===== src/rtl/alu_share_arbiter.sv =====
// Round-robin sequencer that time-shares one combinational ALU among NUM_REQ
// requesters, returning each result into a per-requester response slot.
module alu_share_arbiter #(
  parameter int unsigned NUM_REQ = 2,
  parameter int unsigned XLEN    = 32
) (
  input  logic                    clk,
  input  logic                    rst_n,
  input  logic [NUM_REQ-1:0]      req_valid,
  output logic [NUM_REQ-1:0]      req_ready,
  input  logic [3*NUM_REQ-1:0]    req_alu_control,
  input  logic [XLEN*NUM_REQ-1:0] req_a,
  input  logic [XLEN*NUM_REQ-1:0] req_b,
  output logic [NUM_REQ-1:0]      resp_valid,
  input  logic [NUM_REQ-1:0]      resp_ready,
  output logic [XLEN*NUM_REQ-1:0] resp_result,
  output logic [NUM_REQ-1:0]      resp_zero,
  output logic [2:0]              alu_control_o,
  output logic [XLEN-1:0]         alu_a_o,
  output logic [XLEN-1:0]         alu_b_o,
  input  logic [XLEN-1:0]         alu_result_i,
  output logic                    busy
);

  localparam int unsigned IDX_W  = (NUM_REQ > 1) ? $clog2(NUM_REQ) : 1;
  localparam int unsigned CTRL_W = 3;

  typedef enum logic {
    IDLE = 1'b0,
    EXEC = 1'b1
  } state_e;

  typedef struct packed {
    logic [CTRL_W-1:0] op;
    logic [XLEN-1:0]   a;
    logic [XLEN-1:0]   b;
  } alu_req_t;

  state_e                   state_q, state_d;
  logic [IDX_W-1:0]         rr_ptr_q;
  logic [IDX_W-1:0]         gnt_q;
  alu_req_t                 req_q;
  logic [NUM_REQ-1:0]       resp_valid_q;
  logic [XLEN*NUM_REQ-1:0]  resp_result_q;
  logic [NUM_REQ-1:0]       resp_zero_q;

  logic [NUM_REQ-1:0]       eligible_c;
  logic                     grant_found_c;
  logic [IDX_W-1:0]         grant_idx_c;
  logic [IDX_W-1:0]         cand_c;
  alu_req_t                 req_sel_c;
  logic                     cap_en_c;
  logic                     done_en_c;

  // Only the registered slot state gates eligibility; a same-cycle consume does not.
  assign eligible_c = req_valid & ~resp_valid_q;

  // Rotating priority scan starting at rr_ptr.
  always_comb begin
    grant_found_c = 1'b0;
    grant_idx_c   = '0;
    cand_c        = '0;
    for (int unsigned k = 0; k < NUM_REQ; k++) begin
      cand_c = IDX_W'((32'(rr_ptr_q) + k) % NUM_REQ);
      if (!grant_found_c && eligible_c[cand_c]) begin
        grant_found_c = 1'b1;
        grant_idx_c   = cand_c;
      end
    end
  end

  always_comb begin
    req_sel_c.op = req_alu_control[32'(grant_idx_c)*CTRL_W +: CTRL_W];
    req_sel_c.a  = req_a[32'(grant_idx_c)*XLEN +: XLEN];
    req_sel_c.b  = req_b[32'(grant_idx_c)*XLEN +: XLEN];
  end

  always_ff @(posedge clk or negedge rst_n) begin
    if (!rst_n) begin
      state_q <= IDLE;
    end else begin
      state_q <= state_d;
    end
  end

  // Next state, grant handshake and datapath enables.
  always_comb begin
    state_d   = state_q;
    req_ready = '0;
    cap_en_c  = 1'b0;
    done_en_c = 1'b0;
    unique case (state_q)
      IDLE: begin
        if (grant_found_c) begin
          req_ready[grant_idx_c] = rst_n;
          cap_en_c               = 1'b1;
          state_d                = EXEC;
        end
      end
      EXEC: begin
        done_en_c = 1'b1;
        state_d   = IDLE;
      end
      default: state_d = IDLE;
    endcase
  end

  always_ff @(posedge clk or negedge rst_n) begin
    if (!rst_n) begin
      req_q <= '0;
      gnt_q <= '0;
    end else if (cap_en_c) begin
      req_q <= req_sel_c;
      gnt_q <= grant_idx_c;
    end
  end

  // Response slots: consume clears valid, completion fills the granted slot.
  always_ff @(posedge clk or negedge rst_n) begin
    if (!rst_n) begin
      rr_ptr_q      <= '0;
      resp_valid_q  <= '0;
      resp_result_q <= '0;
      resp_zero_q   <= '0;
    end else begin
      resp_valid_q <= resp_valid_q & ~resp_ready;
      if (done_en_c) begin
        resp_valid_q[gnt_q]                         <= 1'b1;
        resp_result_q[32'(gnt_q)*XLEN +: XLEN]      <= alu_result_i;
        resp_zero_q[gnt_q]                          <= (alu_result_i == '0);
        rr_ptr_q <= IDX_W'((32'(gnt_q) + 32'd1) % NUM_REQ);
      end
    end
  end

  assign busy          = (state_q == EXEC);
  assign alu_control_o = busy ? req_q.op : '0;
  assign alu_a_o       = busy ? req_q.a  : '0;
  assign alu_b_o       = busy ? req_q.b  : '0;
  assign resp_valid    = resp_valid_q;
  assign resp_result   = resp_result_q;
  assign resp_zero     = resp_zero_q;

endmodule


===== config.mk =====
export PLATFORM = sky130hd
export DESIGN_NAME = alu_share_arbiter
export DESIGN_NICKNAME = d
export VERILOG_FILES = /design/src/rtl/alu_share_arbiter.sv
export SDC_FILE = /design/constraint.sdc
export NUM_CORES = 1
export LEC_CHECK = 0
export CAP_MARGIN = 10
export CORE_AREA = 5 5 112 156
export DETAILED_ROUTE_END_ITERATION = 8
export DIE_AREA = 0 0 117 161
export GPL_ROUTABILITY_DRIVEN = 0
export PLACE_DENSITY = 0.83
export RECOVER_POWER = 50
export SETUP_SLACK_MARGIN = 0.1
export SYNTH_ARGS = -nofsm -noshare
export SYNTH_HDL_FRONTEND = slang
export SYNTH_SLANG_ARGS = --single-unit

===== constraint.sdc =====
create_clock -name clk -period 1.8 [get_ports clk]
set_input_delay 0.18 -clock clk [delete_from_list [all_inputs] [get_ports clk]]
set_output_delay 0.18 -clock clk [all_outputs]
set_load 0.01 [all_outputs]

==> out/qor.csv, run 1 <==
stage,metric,value,unit
synth,share of the synthesized area in the top cell type,54.28,%
die,FP Rows,55,
global_routing,Overflow after GRT,0,
worst_setup_path,Worst R2R Start,resp_valid[0],
cells_and_area,Fillers,1293,
sta,Tcrit/Tclk final,95.67,%
synth,fraction of synthesized area in multiplexers,21.87,%
worst_setup_path,RR Endpoint,req_q[31],
route,drt first pass iters,4,
sta,WHS,322.9,ps
sta,minimum clock period,1722,ps
synth,register area share after synthesis,54.28,%
worst_setup_path,Worst Path Required,1620,ps
power_and_ir_drop,Pleak,4.592,nW
global_routing,largest net degree at the start of global routing,123,
cts,clock latency on the worst-skew pair,420,ps
global_routing,initial antenna violation count,0,
worst_hold_path,WHS Path Cells,2,
cts,CTS Buf Count,17,
cells_and_area,antenna diode instance count,0,
synth,Post-Synth Adder-Cell Area,0,%
route,initial drt markers,194,
worst_setup_path,CP max FO,10,
route,Post-Route WL,20220,um
sta,fmax,0.5807,GHz
synth,Netlist Area Pre-Place,6362,um^2
cts,clk sinks,138,
sta,"Slew Viols, Final",0,
sta,worst rel slew slack,35.70,%
sta,RSZ-0062 raised after global routing,true,
cts,"Clk pin slew, worst setup/hold paths",60,ps
sta,final setup vio count,0,
die,Initial Util,39.85,%
synth,mean post-synth cell area,11.85,um^2
cts,Root Buffer Master,clkbuf_16,
synth,Synth cell types,24,
synth,Synth Area in Simple Gates,12.57,%
placed_design,DP HPWL,14460,um
synth,Synth Area in XOR/XNOR,0,%
global_routing,first-pass GRT wire length,30330,um
cells_and_area,area delta synth->final,60.10,%
worst_setup_path,startpoint types,flop,
worst_hold_path,Hold Crit Class,input pin to flop,
worst_setup_path,FF-to-FF path depth,6,
synth,Mapped Cells,537,
synth,Area contributors post-synth,"dfrtp_1, mux2i_1, mux2_2",
die,Die Y,161,um
cells_and_area,layout cell share with drive strength beyond 1,20.64,%
status,status,completed,
worst_setup_path,CP Capture Type,primary output,
global_routing,vias in the first global route,5651,
route,vias after detailed routing,5253,
power_and_ir_drop,switching part of the total,35.58,%
route,wire length per cell,18.88,um
synth,Synth Warn #,0,
die,DIE WIDTH,117,um
power_and_ir_drop,clock network power share,19.9,%
route,drt drc,0,
synth,Synth Area in Compound Gates,6.273,%
synth,post-synthesis register bit count,138,
sta,worst slew pin tran,964.5,ps
placed_design,I/O Buffers,309,
route,post-route antenna net violation count,0,
power_and_ir_drop,Int Pwr,11.43,mW
cells_and_area,most frequent cells in the layout,"clkdlybuf4s50_1, dfrtp_1, and2_1, nor2_1, a21oi_1",
die,Core Box Area,15970,um^2
worst_hold_path,Worst Hold Launch,resp_ready[1],
power_and_ir_drop,sequential power share,30.6,%
cells_and_area,"commonest non-fill, non-tap cell in the layout",clkdlybuf4s50_1,
die,Ports,310,
worst_hold_path,Hold Path End,resp_valid[1],
cells_and_area,fin util,63.80,%
power_and_ir_drop,VDD IR-drop max,1009,uV
sta,skew final,8.674,ps
worst_setup_path,crit path DAT,1540,ps
worst_setup_path,register-to-register setup slack,200,ps
cts,H-tree levels,4,
cells_and_area,nets,1031,
global_routing,gr usage total,21.02,%
cts,CTS tree,yes,
power_and_ir_drop,sw power,6.312,mW
power_and_ir_drop,Logic pwr share,49.5,%
power_and_ir_drop,Power Dens Cells,1742,nW/um^2
cts,CTS Buffer Depth,2,
worst_setup_path,worst setup path category,flop to primary output,
route,DR vias/cell,4.905,
job,Max Cap Viol,0,
synth,largest family of logic cells by synthesized area,multiplexers,
synth,Synth area leader,dfrtp_1,
die,die area,18840,um^2
synth,syn_nets,709,
sta,Final Hold Fails,0,
## cells by family after synthesis
kind of cell / after synthesis
AOI/OAI and AO/OA: 75
buffers and inverters: 41
and+or+nand+nor: 152
muxes: 131
DFF: 138
## flip-flops by register name, indices dropped and copies added (netlist names)
name,flops
resp_result,64
resp_zero,2
req_q,67
resp_valid,2
gnt_q,1
busy,1
rr_ptr_q,1
## synthesized netlist by cell type
cell and n:
mux2_2 41, and3_1 1, nor2_1 67, mux2i_1 67
nand2b_4 2, nand2_2 2, o22ai_1 1, and2_1 67
nand2_1 2, buf_2 16, a21oi_2 1, nor3b_2 1
o21ai_0 3, buf_12 8, mux2_1 23, o31ai_1 2
nor4_1 8, clkbuf_1 9, buf_4 4, dfrtp_1 138
o21bai_4 1, nand4_1 2, a21oi_1 67, inv_1 4
## critical path: stages (launching register included)
cell	delay (ps)
dfrtp_2	450
buf_4	150
bufbuf_16	270
and2_1	130
buf_2	140
## final cells by class
| type | count | area (um^2) | area share (%) |
|---|---|---|---|
| sequential | 138 | 3455 | 33.91 |
| timing repair buffer | 340 | 3267 | 32.07 |
| multi-input combinational | 358 | 2599 | 25.51 |
| clock buffer | 18 | 439.2 | 4.312 |
| tap | 199 | 249.0 | 2.444 |
| clock inverter | 14 | 162.7 | 1.597 |
| inverter | 4 | 15.01 | 0.1474 |
## power groups by stage
stage	sequential, mW	clock, mW	combinational [mW]
2_1_floorplan	5.71	0	4.41
3_3_place_gp	5.45	0	8.93
3_5_place_dp	5.55	0	9.09
4_1_cts	5.47	3.62	8.94
5_1_grt	5.66	3.76	9.55
6_report	5.44	3.52	8.78
## worst max-delay path by stage
| stage | cells past startpoint | startpoint | endpoint | slack [ps] |
|---|---|---|---|---|
| after floorplan | 5 | resp_valid[1] | req_ready[1] | 370 |
| after global placement | 5 | req_valid[1] | req_ready[1] | -100 |
| after detailed placement | 5 | req_valid[1] | req_ready[1] | -120 |
| after CTS | 4 | busy | alu_a_o[14] | 9 |
| after global routing | 4 | busy | alu_a_o[4] | 9 |
| final | 4 | busy | alu_b_o[1] | 80 |
## what timing repair did
item	in CTS	in global routing
hold buffers	1	0
pin swaps	2	0
setup endpoints to repair	70	95
cloned	2	2
gates resized for setup	257	14
endpoints found under the hold margin	138	0
buffers inserted	9	0
## per-stage QoR
stage	setup slack [ps]	TNS, ps	cells	total power [mW]	area, um^2
4_1_cts	8.669	0	1069	18.03	10150
3_5_place_dp	-115.9	-178.1	1025	14.64	9625
2_1_floorplan	369.0	0	537	10.11	6362
6_report	77.90	0	1071	17.74	10190
5_1_grt	8.924	0	1071	18.97	10190
3_3_place_gp	-96.51	-103.9	1025	14.38	9625
## metal layers
metal / track usage (%) / part of all wire, %
met2: 37.05 / 53
met5: 0 / 0
met4: 7.042 / 2.2
met3: 7.684 / 8.7
met1: 22.96 / 36
Note: power is estimated with default switching activity, not from simulation.
==> run 2, diff against run 1 <==
Settings changed: CORE_AREA 5 5 112 156 to 8 8 115 159, DIE_AREA 0 0 117 161 to 0 0 123 167.
==> out/qor.csv, run 2 (synthesized netlist as in run 1, its figures left out) <==
stage,metric,value,unit
status,status,completed,
worst_setup_path,worst setup path category,flop to primary output,
cells_and_area,fin cells,1065,
worst_hold_path,Hold Crit Class,input pin to async pin,
route,drt first pass iters,6,
die,DIE WIDTH,123,um
sta,final setup vio count,0,
route,vias after detailed routing,5181,
die,die area,20540,um^2
global_routing,largest net degree at the start of global routing,124,
worst_setup_path,CP Capture Type,primary output,
sta,RSZ-0062 raised after global routing,true,
sta,fmax,0.5973,GHz
cells_and_area,layout cell share with drive strength beyond 1,22.63,%
cells_and_area,area delta synth->final,61.36,%
cts,H-tree levels,4,
route,post-route antenna net violation count,0,
cells_and_area,antenna diode instance count,0,
cts,CTS Buffer Depth,2,
cts,CTS tree,yes,
power_and_ir_drop,VDD IR-drop max,1091,uV
sta,minimum clock period,1674,ps
die,Initial Util,39.85,%
cts,CTS Buf Count,17,
die,Core Box Area,15970,um^2
route,initial drt markers,243,
placed_design,I/O Buffers,309,
job,Max Cap Viol,0,
cells_and_area,most frequent cells in the layout,"clkdlybuf4s50_1, dfrtp_1, mux2i_1, nor2_1, a21oi_1",
cells_and_area,number of flip-flops in the largest register,67,
global_routing,Overflow after GRT,0,
sta,worst rel slew slack,31.99,%
global_routing,initial antenna violation count,0,
die,Ports,310,
worst_setup_path,CP max FO,4,
route,wire length per cell,19.34,um
global_routing,first-pass GRT wire length,31400,um
placed_design,placed cell count,1022,
sta,WHS,201.6,ps
die,Die Y,167,um
sta,skew final,13.04,ps
cts,"Clk pin slew, worst setup/hold paths",70,ps
cts,Root Buffer Master,clkbuf_16,
cells_and_area,Biggest register,req_q,
global_routing,gr usage total,19.88,%
cts,clk sinks,138,
sta,Tcrit/Tclk final,93.01,%
cells_and_area,"commonest non-fill, non-tap cell in the layout",clkdlybuf4s50_1,
route,drt drc,0,
worst_setup_path,Worst Path Required,1620,ps
route,Post-Route WL,20600,um
worst_setup_path,crit path DAT,1490,ps
die,FP Rows,55,
power_and_ir_drop,Pleak,4.661,nW
cells_and_area,nets,1025,
cts,clock latency on the worst-skew pair,420,ps
global_routing,vias in the first global route,5613,
placed_design,DP HPWL,15000,um
route,DR vias/cell,4.865,
worst_setup_path,startpoint types,flop,
sta,Final Hold Fails,0,
power_and_ir_drop,Power Dens Cells,1763,nW/um^2
sta,worst slew pin tran,1020,ps
sta,"Slew Viols, Final",0,
run 2: routing by layer:
metal | GRT usage, % | up-vias | part of all wire (%)
met2 | 35.33 | 189 | 53
li1 | - | 2492 | -
met5 | 0 | - | 0
met1 | 21.51 | 2492 | 37
met3 | 7.885 | 8 | 9.6
met4 | 4.256 | 0 | 0.61
run 2: area by class of cell:
cell class / count / area, um^2
clock buffers: 17 / 425.4
clock inverters: 15 / 172.7
repair buffers: 334 / 3296
inverters: 4 / 15.01
multi-input cells: 358 / 2655
flip-flops and latches: 138 / 3453
well taps: 199 / 249.0
fillers: 1259 / 5699
run 2: timing repair:
action,CTS,global route
setup endpoints to repair,71,121
setup buffers,6,1
cloned,2,2
gates resized for setup,297,31
hold buffers,1,0
pin swaps,0,2
endpoints found under the hold margin,15,0
run 2: power breakdown:
part	leakage, nW	internal [mW]	switching (mW)
Sequential	1.57	4.67	0.756
Combinational	2.79	4.94	4.20
Clock	0.296	1.99	1.54
Total	4.66	11.6	6.50
run 2: path summary, 6_finish.rpt:
| check | to | from | depth (start not counted) | slack, ps |
|---|---|---|---|---|
| max | req_ready[0] | resp_valid[1] | 4 | 130 |
| min | req_q[51] | rst_n | 2 | 200 |
| max reg2reg | req_q[14] | resp_valid[0] | 6 | 150 |
| min reg2reg | resp_zero[1] | resp_zero[1] | 2 | 480 |
| max in group asynchronous | req_q[59] | rst_n | 3 | 300 |
| min in group clk | resp_valid[0] | resp_ready[0] | 2 | 330 |
run 2: worst max-delay path: stages (launching register included):
cell,delay (ps)
dfrtp_1,380
nand2b_4,170
o21bai_4,190
and3_1,180
buf_4,140
run 2: metrics by stage:
stage / TNS (ps) / cell area, um^2 / total power, mW / setup WS (ps) / util (%)
detailed placement: -1821 / 9641 / 14.75 / -109.4 / 60.38
finish: 0 / 10270 / 18.10 / 125.9 / 64.30
CTS: 0 / 10370 / 18.73 / 63.70 / 64.97
global placement: -265.5 / 9641 / 14.53 / -89.71 / 60.38
floorplan: 0 / 6362 / 10.11 / 369.0 / -
global route: 0 / 10270 / 19.25 / 45.33 / 64.30
